--- config.mk ---
export PLATFORM = sky130hd
export DESIGN_NAME = mmio_store_ctrl_flat
export DESIGN_NICKNAME = d
export VERILOG_FILES = /design/src/rtl/mmio_store_ctrl_if.sv /design/src/rtl/mmio_store_ctrl.sv /design/src/flat_wrapper.sv
export SDC_FILE = /design/constraint.sdc
export NUM_CORES = 1
export LEC_CHECK = 0
export CAP_MARGIN = 20
export CORE_MARGIN = 2
export CORE_UTILIZATION = 42
export CTS_CLUSTER_DIAMETER = 120
export CTS_CLUSTER_SIZE = 28
export DETAILED_ROUTE_END_ITERATION = 6
export PLACE_DENSITY_LB_ADDON = 0.25
export SYNTH_ARGS = -nofsm -noshare
export SYNTH_HDL_FRONTEND = slang
export SYNTH_SLANG_ARGS = --single-unit
--- constraint.sdc ---
create_clock -name clk -period 2.4 [get_ports clk]
set_input_delay 0.24 -clock clk [delete_from_list [all_inputs] [get_ports clk]]
set_output_delay 0.24 -clock clk [all_outputs]
set_load 0.01 [all_outputs]
--- src/rtl/mmio_store_ctrl_if.sv ---
// Stage-3 MMIO store/side-effect bus: address/data/op qualifiers in, UART strobes, status and counters out.
interface mmio_store_ctrl_if #(
  parameter int CNT_WIDTH = 32
);
  logic [31:0]          addr;
  logic [31:0]          wdata;
  logic                 is_store;
  logic                 is_load;
  logic                 s3_valid;
  logic                 instr_retire;
  logic                 uart_tx_ready;
  logic                 uart_rx_valid;
  logic [7:0]           uart_tx_data_in;
  logic                 uart_tx_data_in_valid;
  logic                 uart_rx_data_out_ready;
  logic                 tx_buf_ready;
  logic [CNT_WIDTH-1:0] cyc_counter;
  logic [CNT_WIDTH-1:0] instr_counter;

  modport master (
    output addr, wdata, is_store, is_load, s3_valid, instr_retire,
           uart_tx_ready, uart_rx_valid,
    input  uart_tx_data_in, uart_tx_data_in_valid, uart_rx_data_out_ready,
           tx_buf_ready, cyc_counter, instr_counter
  );

  modport slave (
    input  addr, wdata, is_store, is_load, s3_valid, instr_retire,
           uart_tx_ready, uart_rx_valid,
    output uart_tx_data_in, uart_tx_data_in_valid, uart_rx_data_out_ready,
           tx_buf_ready, cyc_counter, instr_counter
  );
endinterface

--- src/rtl/mmio_store_ctrl.sv ---
// Store-side MMIO: one-byte UART TX buffer (2-state FSM, 1-cycle store-to-valid), RX pop strobe,
// cycle/retired-instruction counters with store-triggered clear.
module mmio_store_ctrl #(
  parameter logic [31:0] IO_BASE   = 32'h8000_0000,
  parameter int          CNT_WIDTH = 32
) (
  input logic              clk,
  input logic              rst,
  mmio_store_ctrl_if.slave bus
);

  localparam logic [31:0] ADDR_RX  = IO_BASE + 32'h0000_0004;
  localparam logic [31:0] ADDR_TX  = IO_BASE + 32'h0000_0008;
  localparam logic [31:0] ADDR_CLR = IO_BASE + 32'h0000_0018;
  localparam logic [CNT_WIDTH-1:0] CNT_ONE = {{(CNT_WIDTH-1){1'b0}}, 1'b1};

  typedef enum logic {
    TX_IDLE,
    TX_FULL
  } tx_state_t;

  tx_state_t            tx_state;
  logic [7:0]           tx_buf;
  logic                 tx_rdy_q;
  logic                 tx_vld_q;
  logic [CNT_WIDTH-1:0] cyc_q;
  logic [CNT_WIDTH-1:0] instr_q;

  logic hit_rx;
  logic hit_tx;
  logic hit_clr;
  logic tx_store;
  logic cnt_clr;
  logic unused_wdata;

  // Full 32-bit compares: IO registers must not alias elsewhere in the map.
  assign hit_rx  = bus.s3_valid && (bus.addr == ADDR_RX);
  assign hit_tx  = bus.s3_valid && (bus.addr == ADDR_TX);
  assign hit_clr = bus.s3_valid && (bus.addr == ADDR_CLR);

  assign tx_store = bus.is_store && hit_tx;
  assign cnt_clr  = bus.is_store && hit_clr;

  assign unused_wdata = ^bus.wdata[31:8];

  assign bus.uart_rx_data_out_ready = !rst && bus.is_load && hit_rx && bus.uart_rx_valid;

  // Buffer only loads in IDLE, so data_in stays stable for the whole FULL period.
  always_ff @(posedge clk) begin
    if (rst) begin
      tx_state <= TX_IDLE;
      tx_buf   <= 8'h00;
      tx_rdy_q <= 1'b1;
      tx_vld_q <= 1'b0;
    end else begin
      case (tx_state)
        TX_IDLE: begin
          if (tx_store) begin
            tx_buf   <= bus.wdata[7:0];
            tx_state <= TX_FULL;
            tx_rdy_q <= 1'b0;
            tx_vld_q <= 1'b1;
          end
        end
        TX_FULL: begin
          if (bus.uart_tx_ready) begin
            tx_state <= TX_IDLE;
            tx_rdy_q <= 1'b1;
            tx_vld_q <= 1'b0;
          end
        end
        default: begin
          tx_state <= TX_IDLE;
          tx_rdy_q <= 1'b1;
          tx_vld_q <= 1'b0;
        end
      endcase
    end
  end

  // Clear wins over the increment in the same cycle; counting resumes on the following edge.
  always_ff @(posedge clk) begin
    if (rst || cnt_clr) begin
      cyc_q   <= '0;
      instr_q <= '0;
    end else begin
      cyc_q <= cyc_q + CNT_ONE;
      if (bus.instr_retire) begin
        instr_q <= instr_q + CNT_ONE;
      end
    end
  end

  assign bus.uart_tx_data_in       = tx_buf;
  assign bus.uart_tx_data_in_valid = tx_vld_q;
  assign bus.tx_buf_ready          = tx_rdy_q;
  assign bus.cyc_counter           = cyc_q;
  assign bus.instr_counter         = instr_q;

endmodule
--- src/flat_wrapper.sv ---
// flat-port wrapper written by rule: the top's interface ports become plain ports
module mmio_store_ctrl_flat 
#(
  parameter logic [31:0] IO_BASE   = 32'h8000_0000,
  parameter int          CNT_WIDTH = 32
)
  (clk, rst, bus_addr, bus_wdata, bus_is_store, bus_is_load, bus_s3_valid, bus_instr_retire, bus_uart_tx_ready, bus_uart_rx_valid, bus_uart_tx_data_in, bus_uart_tx_data_in_valid, bus_uart_rx_data_out_ready, bus_tx_buf_ready, bus_cyc_counter, bus_instr_counter);
  mmio_store_ctrl_if #(.CNT_WIDTH(CNT_WIDTH)) bus_i ();
  input logic clk;
  input logic rst;
  input wire logic [$bits(bus_i.addr)-1:0] bus_addr;
  input wire logic [$bits(bus_i.wdata)-1:0] bus_wdata;
  input wire logic [$bits(bus_i.is_store)-1:0] bus_is_store;
  input wire logic [$bits(bus_i.is_load)-1:0] bus_is_load;
  input wire logic [$bits(bus_i.s3_valid)-1:0] bus_s3_valid;
  input wire logic [$bits(bus_i.instr_retire)-1:0] bus_instr_retire;
  input wire logic [$bits(bus_i.uart_tx_ready)-1:0] bus_uart_tx_ready;
  input wire logic [$bits(bus_i.uart_rx_valid)-1:0] bus_uart_rx_valid;
  output wire logic [$bits(bus_i.uart_tx_data_in)-1:0] bus_uart_tx_data_in;
  output wire logic [$bits(bus_i.uart_tx_data_in_valid)-1:0] bus_uart_tx_data_in_valid;
  output wire logic [$bits(bus_i.uart_rx_data_out_ready)-1:0] bus_uart_rx_data_out_ready;
  output wire logic [$bits(bus_i.tx_buf_ready)-1:0] bus_tx_buf_ready;
  output wire logic [$bits(bus_i.cyc_counter)-1:0] bus_cyc_counter;
  output wire logic [$bits(bus_i.instr_counter)-1:0] bus_instr_counter;
  assign bus_i.addr = bus_addr;
  assign bus_i.wdata = bus_wdata;
  assign bus_i.is_store = bus_is_store;
  assign bus_i.is_load = bus_is_load;
  assign bus_i.s3_valid = bus_s3_valid;
  assign bus_i.instr_retire = bus_instr_retire;
  assign bus_i.uart_tx_ready = bus_uart_tx_ready;
  assign bus_i.uart_rx_valid = bus_uart_rx_valid;
  assign bus_uart_tx_data_in = bus_i.uart_tx_data_in;
  assign bus_uart_tx_data_in_valid = bus_i.uart_tx_data_in_valid;
  assign bus_uart_rx_data_out_ready = bus_i.uart_rx_data_out_ready;
  assign bus_tx_buf_ready = bus_i.tx_buf_ready;
  assign bus_cyc_counter = bus_i.cyc_counter;
  assign bus_instr_counter = bus_i.instr_counter;
  mmio_store_ctrl #(.IO_BASE(IO_BASE), .CNT_WIDTH(CNT_WIDTH)) u_core (.clk(clk), .rst(rst), .bus(bus_i));
endmodule
==> impl_metrics.csv, run 1 <==
group,metric,value,unit
logic_synthesis,synth_seq_area_share,45.9,%
timing,hold_viol,0,
cts,htree_levels,3,
placed_design,routabilityCongestion,0.795,
route,drtIter0Drc,66,
placed_design,io_buffers,122,
timing,final.setup.tns,0,ns
final_layout,seq_area,1500,um^2
cts,clk_path_buf_depth,2,
route,highest-signal-layer,"met4",
cts,clkSinkCount,75,
timing,maxSlewHeadroom,68.1,%
final_layout,drive_above_1_share,6.56,%
cts,cts_tree,"done",
grt,antenna_found_initial,0,
final_layout,diodes,0,
hold_path,hold_class,"register to register",
final_layout,final_cells,605,
die,die_h,92.3,um
cts,cts-root-buf,"clkbuf_8",
timing,tightest_slew,0.475,ns
logic_synthesis,synthArstFlopShare,0,%
route,dr_total_vias,3011,
timing,rsz0062_at_grt,"no",
route,first_pass_iters,4,
grt,grt_pass1_wl,13100,um
setup_path,crit_top_cell,"clkdlybuf4s50_1",
route,dr_wl_met2,3780,um
final_layout,layout.nets,572,
setup_path,arrival,2.01,ns
setup_path,crit_type,"input pin to output port",
die,initial_utilization,42.8,%
route,met3WireLength,465,um
run,cap_violations,0,
logic_synthesis,synth_area_leader_cell,"dfxtp_1",
die,core.rowCount,32,
pwr,vdd_drop_max,286,uV
logic_synthesis,synth.area.top_cells,"dfxtp_1 (46%), nor2_1 (9.5%), xor2_1 (8.3%), xnor2_1 (6.7%), nand4_1 (4.2%)",
die,die-area,8520,um^2
final_layout,post-route-util,63.4,%
cts,clk_pin_slew,0.07,ns
logic_synthesis,syn_inst,370,
route,m1WireLength,3490,um
grt,grt_max_degree,65,
grt,grtUsageTotal,19.0,%
timing,skew,0.00925,ns
grt,grt-ovfl-total,0,
setup_path,cpMaxStageDelayCell,"clkdlybuf4s50_1",
timing,fmax,445,MHz
route,postRouteAntennaNets,0,
logic_synthesis,ys.flop_type,"dfxtp_1",
logic_synthesis,synth_seq_cells,75,
setup_path,crit_fanout,2,
final_layout,final_common_cell,"clkdlybuf4s50_1",
logic_synthesis,synth_top_area_share,45.9,%
placed_design,hpwl,5740,um
final_layout,num-fill-cells,665,
setup_path,slowest_delay,0.53,ns
route,drc,0,
timing,setup_viol,0,
die,die_w,92.3,um
cts,clock_latency,0.34,ns
final_layout,area_delta_synth_final,48.0,%
pwr,power.leakage,1.64,nW
placed_design,placed_cells,589,
final_layout,multi_input_area,1700,um^2
setup_path,start_kind,"input pin",
logic_synthesis,synth.distinct_cells,33,
route,vias_per_cell,4.98,
logic_synthesis,yosys_warnings,0,
pwr,power_density,492,nW/um^2
logic_synthesis,syn_nets,444,
cts,cts_buffers,9,
timing,min_period_over_period,93.7,%
route,wl_per_cell,13.0,um
timing,fin_crit,2.25,ns
grt,grt_pass1_vias,2876,
logic_synthesis,synth_area,3270,um^2
setup_path,worstPathRequired,2.16,ns
die,io_pins,147,
logic_synthesis,synth_edf_count,0,
outcome,status,"complete, no violations",
route,wirelength,7850,um
setup_path,worstPathCellList,"clkdlybuf4s50_1 -> nor4b_2 -> nand4_1 -> nor2_2 -> and4_1 -> clkdlybuf4s50_1",
timing,finalMaxSlewViolations,0,
logic_synthesis,syn_area_per_cell,8.85,um^2
die,core-area,7650,um^2
setup_path,worst_setup_path_end_kind,"output port",
final_layout,layout_common_cells,"clkdlybuf4s50_1 (122), nor2_1 (82), dfxtp_1 (75)",
-- worst max-delay path: cells and delay by family --
kind | cells | cell delay, ns
AND/OR/NAND/NOR | 4 | 0.82
buffers and inverters | 2 | 0.94
-- worst paths after layout --
check                                   start  slack, ns  cells after the start                      endpoint
setup reg to reg  u_core.bus.instr_counter[0]       0.33                      5  u_core.bus.instr_counter[30]
hold reg to reg     u_core.bus.cyc_counter[0]       0.48                      1     u_core.bus.cyc_counter[0]
setup / recovery                 bus_addr[16]       0.15                      6    bus_uart_rx_data_out_ready
hold / removal      u_core.bus.cyc_counter[0]       0.48                      1     u_core.bus.cyc_counter[0]
-- repair_timing --
item,in CTS,in global routing
buffers inserted,0,0
hold endpoints to repair,0,0
setup endpoints to repair,0,1
hold buffers,0,0
gates resized for setup,0,3
-- flip-flops by register name (all words and copies together) (netlist names) --
register	count
u_core.bus.uart_tx_data_in	8
u_core.tx_state	1
u_core.bus.tx_buf_ready	1
u_core.bus.instr_counter	32
u_core.bus.cyc_counter	32
u_core.bus.uart_tx_data_in_valid	1
-- cell type report --
class                      count  share of cell area (%)
sequential                    75                    31.0
inverter                       9                   0.697
timing repair buffer         128                    26.4
clock inverter                 6                    1.34
tap                          102                    2.63
multi-input combinational    275                    35.1
clock buffer                  10                    2.84
-- layer usage --
layer,global-route usage (%),up-vias
li1,-,1533
met3,5.53,13
met2,32.4,82
met5,0,-
met1,22.6,1383
met4,7.21,0
-- report_power, final --
| group | switching, W | total (W) | internal [W] |
|---|---|---|---|
| clock | 0.000467 | 0.000976 | 0.000508 |
| sequential | 0.00000930 | 0.00126 | 0.00125 |
| combinational | 0.0000507 | 0.000149 | 0.0000980 |
| total | 0.000527 | 0.00238 | 0.00186 |
-- cell usage after synthesis, drive strengths merged (9+ instances only) --
| cell type | instances |
|---|---|
| dfxtp | 75 |
| inv | 9 |
| mux2i | 9 |
| nand2 | 17 |
| nand3 | 25 |
| nand4 | 24 |
| nor2 | 83 |
| nor4 | 11 |
| xnor2 | 25 |
| xor2 | 31 |
-- cells by family (layout without fill, tap and decap cells) --
group / count (synthesis) / count (layout) / synth area share (%)
AND/OR/NAND/NOR: 193 / 193 / 30.3
adder cells (fa/ha/maj): 2 / 2 / 0.764
AO/OA/AOI/OAI: 15 / 15 / 2.71
buffers and inverters: 20 / 153 / 2.64
multiplexers: 9 / 9 / 2.75
flip-flops: 75 / 75 / 45.9
XOR/XNOR: 56 / 56 / 15.0
-- metrics by stage --
step	instance area [um^2]	hold slack, ns	setup slack (ns)	power [W]
2_1_floorplan	3270	0.347	0.493	0.00133
3_3_place_gp	4630	0.457	0.105	0.00144
3_5_place_dp	4630	0.469	0.0245	0.00144
4_1_cts	4830	0.487	0.0336	0.00242
5_1_grt	4850	0.508	0.0299	0.00249
6_report	4850	0.480	0.151	0.00238
Note: power is estimated with default switching activity, not from simulation.
==> run 2, diff against run 1 <==
==> constraint.sdc (replaced) <==
create_clock -name clk -period 2.25 [get_ports clk]
set_input_delay 0.225 -clock clk [delete_from_list [all_inputs] [get_ports clk]]
set_output_delay 0.225 -clock clk [all_outputs]
set_load 0.01 [all_outputs]
==> impl_metrics.csv, run 2 (synthesized netlist as in run 1, its figures left out) <==
group,metric,value,unit
outcome,status,"complete, no violations",
setup_path,arrival,2.32,ns
grt,antenna_found_initial,0,
timing,setup_viol,0,
final_layout,layout_common_cells,"clkdlybuf4s50_1 (121), nor2_1 (83), dfxtp_1 (75)",
cts,cts_buffers,9,
final_layout,diodes,0,
pwr,power_density,542,nW/um^2
setup_path,start_kind,"register",
cts,htree_levels,3,
setup_path,crit_family,"simple AND/OR/NAND/NOR gates",
setup_path,crit_fanout,12,
timing,tightest_slew,0.481,ns
die,core.rowCount,32,
setup_path,startpoint,"u_core.bus.instr_counter[0]",
timing,rsz0062_at_grt,"no",
route,postRouteAntennaNets,0,
timing,skew,0.0105,ns
setup_path,worstPathRequired,2.52,ns
grt,grt_pass1_wl,13600,um
cts,clk_pin_slew,0.08,ns
timing,fmax,487,MHz
cts,clock_latency,0.34,ns
grt,grtUsageTotal,19.8,%
pwr,power.leakage,1.69,nW
die,die_h,92.3,um
grt,grt_pass1_vias,2980,
setup_path,slowest_delay,0.62,ns
die,die_w,92.3,um
setup_path,crit_type,"register to register",
route,drtIter0Drc,92,
final_layout,layout.nets,578,
placed_design,hpwl,5890,um
timing,fin_crit,2.05,ns
hold_path,whs_path_depth,2,
cts,cts-root-buf,"clkbuf_8",
timing,min_period_over_period,91.2,%
cts,clkSinkCount,75,
route,wl_per_cell,13.2,um
placed_design,pre_cts_ws,-0.0938,ns
placed_design,placed_area,4670,um^2
final_layout,fin_area,4910,um^2
die,core-area,7650,um^2
route,wirelength,8050,um
placed_design,routabilityCongestion,0.782,
cts,cts_tree,"done",
route,dr_total_vias,3061,
route,first_pass_iters,4,
grt,grt_max_degree,28,
setup_path,r2r_cells,5,
route,drc,0,
setup_path,crit-reg2reg-launch,"u_core.bus.instr_counter[0]",
run,cap_violations,0,
setup_path,path_depth,5,
timing,finalMaxSlewViolations,0,
placed_design,io_buffers,122,
setup_path,crit_buf_inv,0,
final_layout,drive_above_1_share,7.27,%
setup_path,worst_setup_path_end_kind,"register",
timing,maxSlewHeadroom,67.6,%
hold_path,hold_class,"register to register",
route,vias_per_cell,5.01,
hold_path,min-delay-start,"u_core.bus.instr_counter[31]",
die,io_pins,147,
grt,grt-ovfl-total,0,
setup_path,cpMaxStageDelayCell,"or4_4",
die,die-area,8520,um^2
final_layout,area_delta_synth_final,50.1,%
final_layout,final_common_cell,"clkdlybuf4s50_1",
cts,clk_path_buf_depth,2,
final_layout,num-fill-cells,663,
pwr,vdd_drop_max,281,uV
timing,setup_ws,0.197,ns
cts,postCtsHoldBufs,0,
timing,hold_viol,0,
setup_path,worstPathCellList,"ha_1 -> nand4_1 -> or4_4 -> or4_1 -> a21oi_1",
die,initial_utilization,42.8,%
## run 2: worst paths after layout
kind / slack (ns) / endpoint
worst max-delay path: 0.20 / u_core.bus.instr_counter[28]
worst min-delay path: 0.49 / u_core.bus.instr_counter[31]
worst max register to register: 0.20 / u_core.bus.instr_counter[28]
worst min register to register: 0.49 / u_core.bus.instr_counter[31]
## run 2: per-stage QoR
step	setup TNS, ns	hold WS (ns)	power, W	cells	util, %
2_1_floorplan	0	0.332	0.00142	370	-
3_3_place_gp	-0.00569	0.458	0.00154	593	61.1
3_5_place_dp	-0.0938	0.474	0.00154	593	61.1
4_1_cts	0	0.481	0.00270	611	64.3
5_1_grt	0	0.501	0.00277	611	64.3
6_report	0	0.486	0.00266	611	64.3
## run 2: cell type report
cell class | instances | area, um^2 | share of cell area (%)
clock buffers | 9 | 124 | 2.52
inverters | 9 | 33.8 | 0.688
clock inverters | 7 | 98.8 | 2.01
flip-flops and latches | 75 | 1500 | 30.6
multi-input cells | 275 | 1690 | 34.5
repair buffers | 134 | 1340 | 27.2
well taps | 102 | 128 | 2.60
## run 2: repair_timing
item | in CTS | in global routing
endpoints found under the setup margin | 1 | 0
gates resized for setup | 2 | 0
buffers inserted | 2 | 0
## run 2: worst register-to-register path, delay by kind of cell (launching register included)
family / cells / cell delay, ns
fa+ha+maj: 1 / 0.19
flops: 1 / 0.40
compound gates: 1 / 0.15
simple gates: 3 / 1.25
## run 2: routing by layer
metal  up-vias  global-route usage (%)  part of all wire, %
met5         -                       0                    0
met4         0                    6.59                  1.1
met3         9                    5.61                  6.1
met2        79                    33.6                   48
met1      1425                    24.1                   45
li1       1548                       -                    -
## run 2: power breakdown
group	internal (W)	switching (W)
Combinational	0.000109	0.0000554
Clock	0.000634	0.000519
Sequential	0.00133	0.0000101
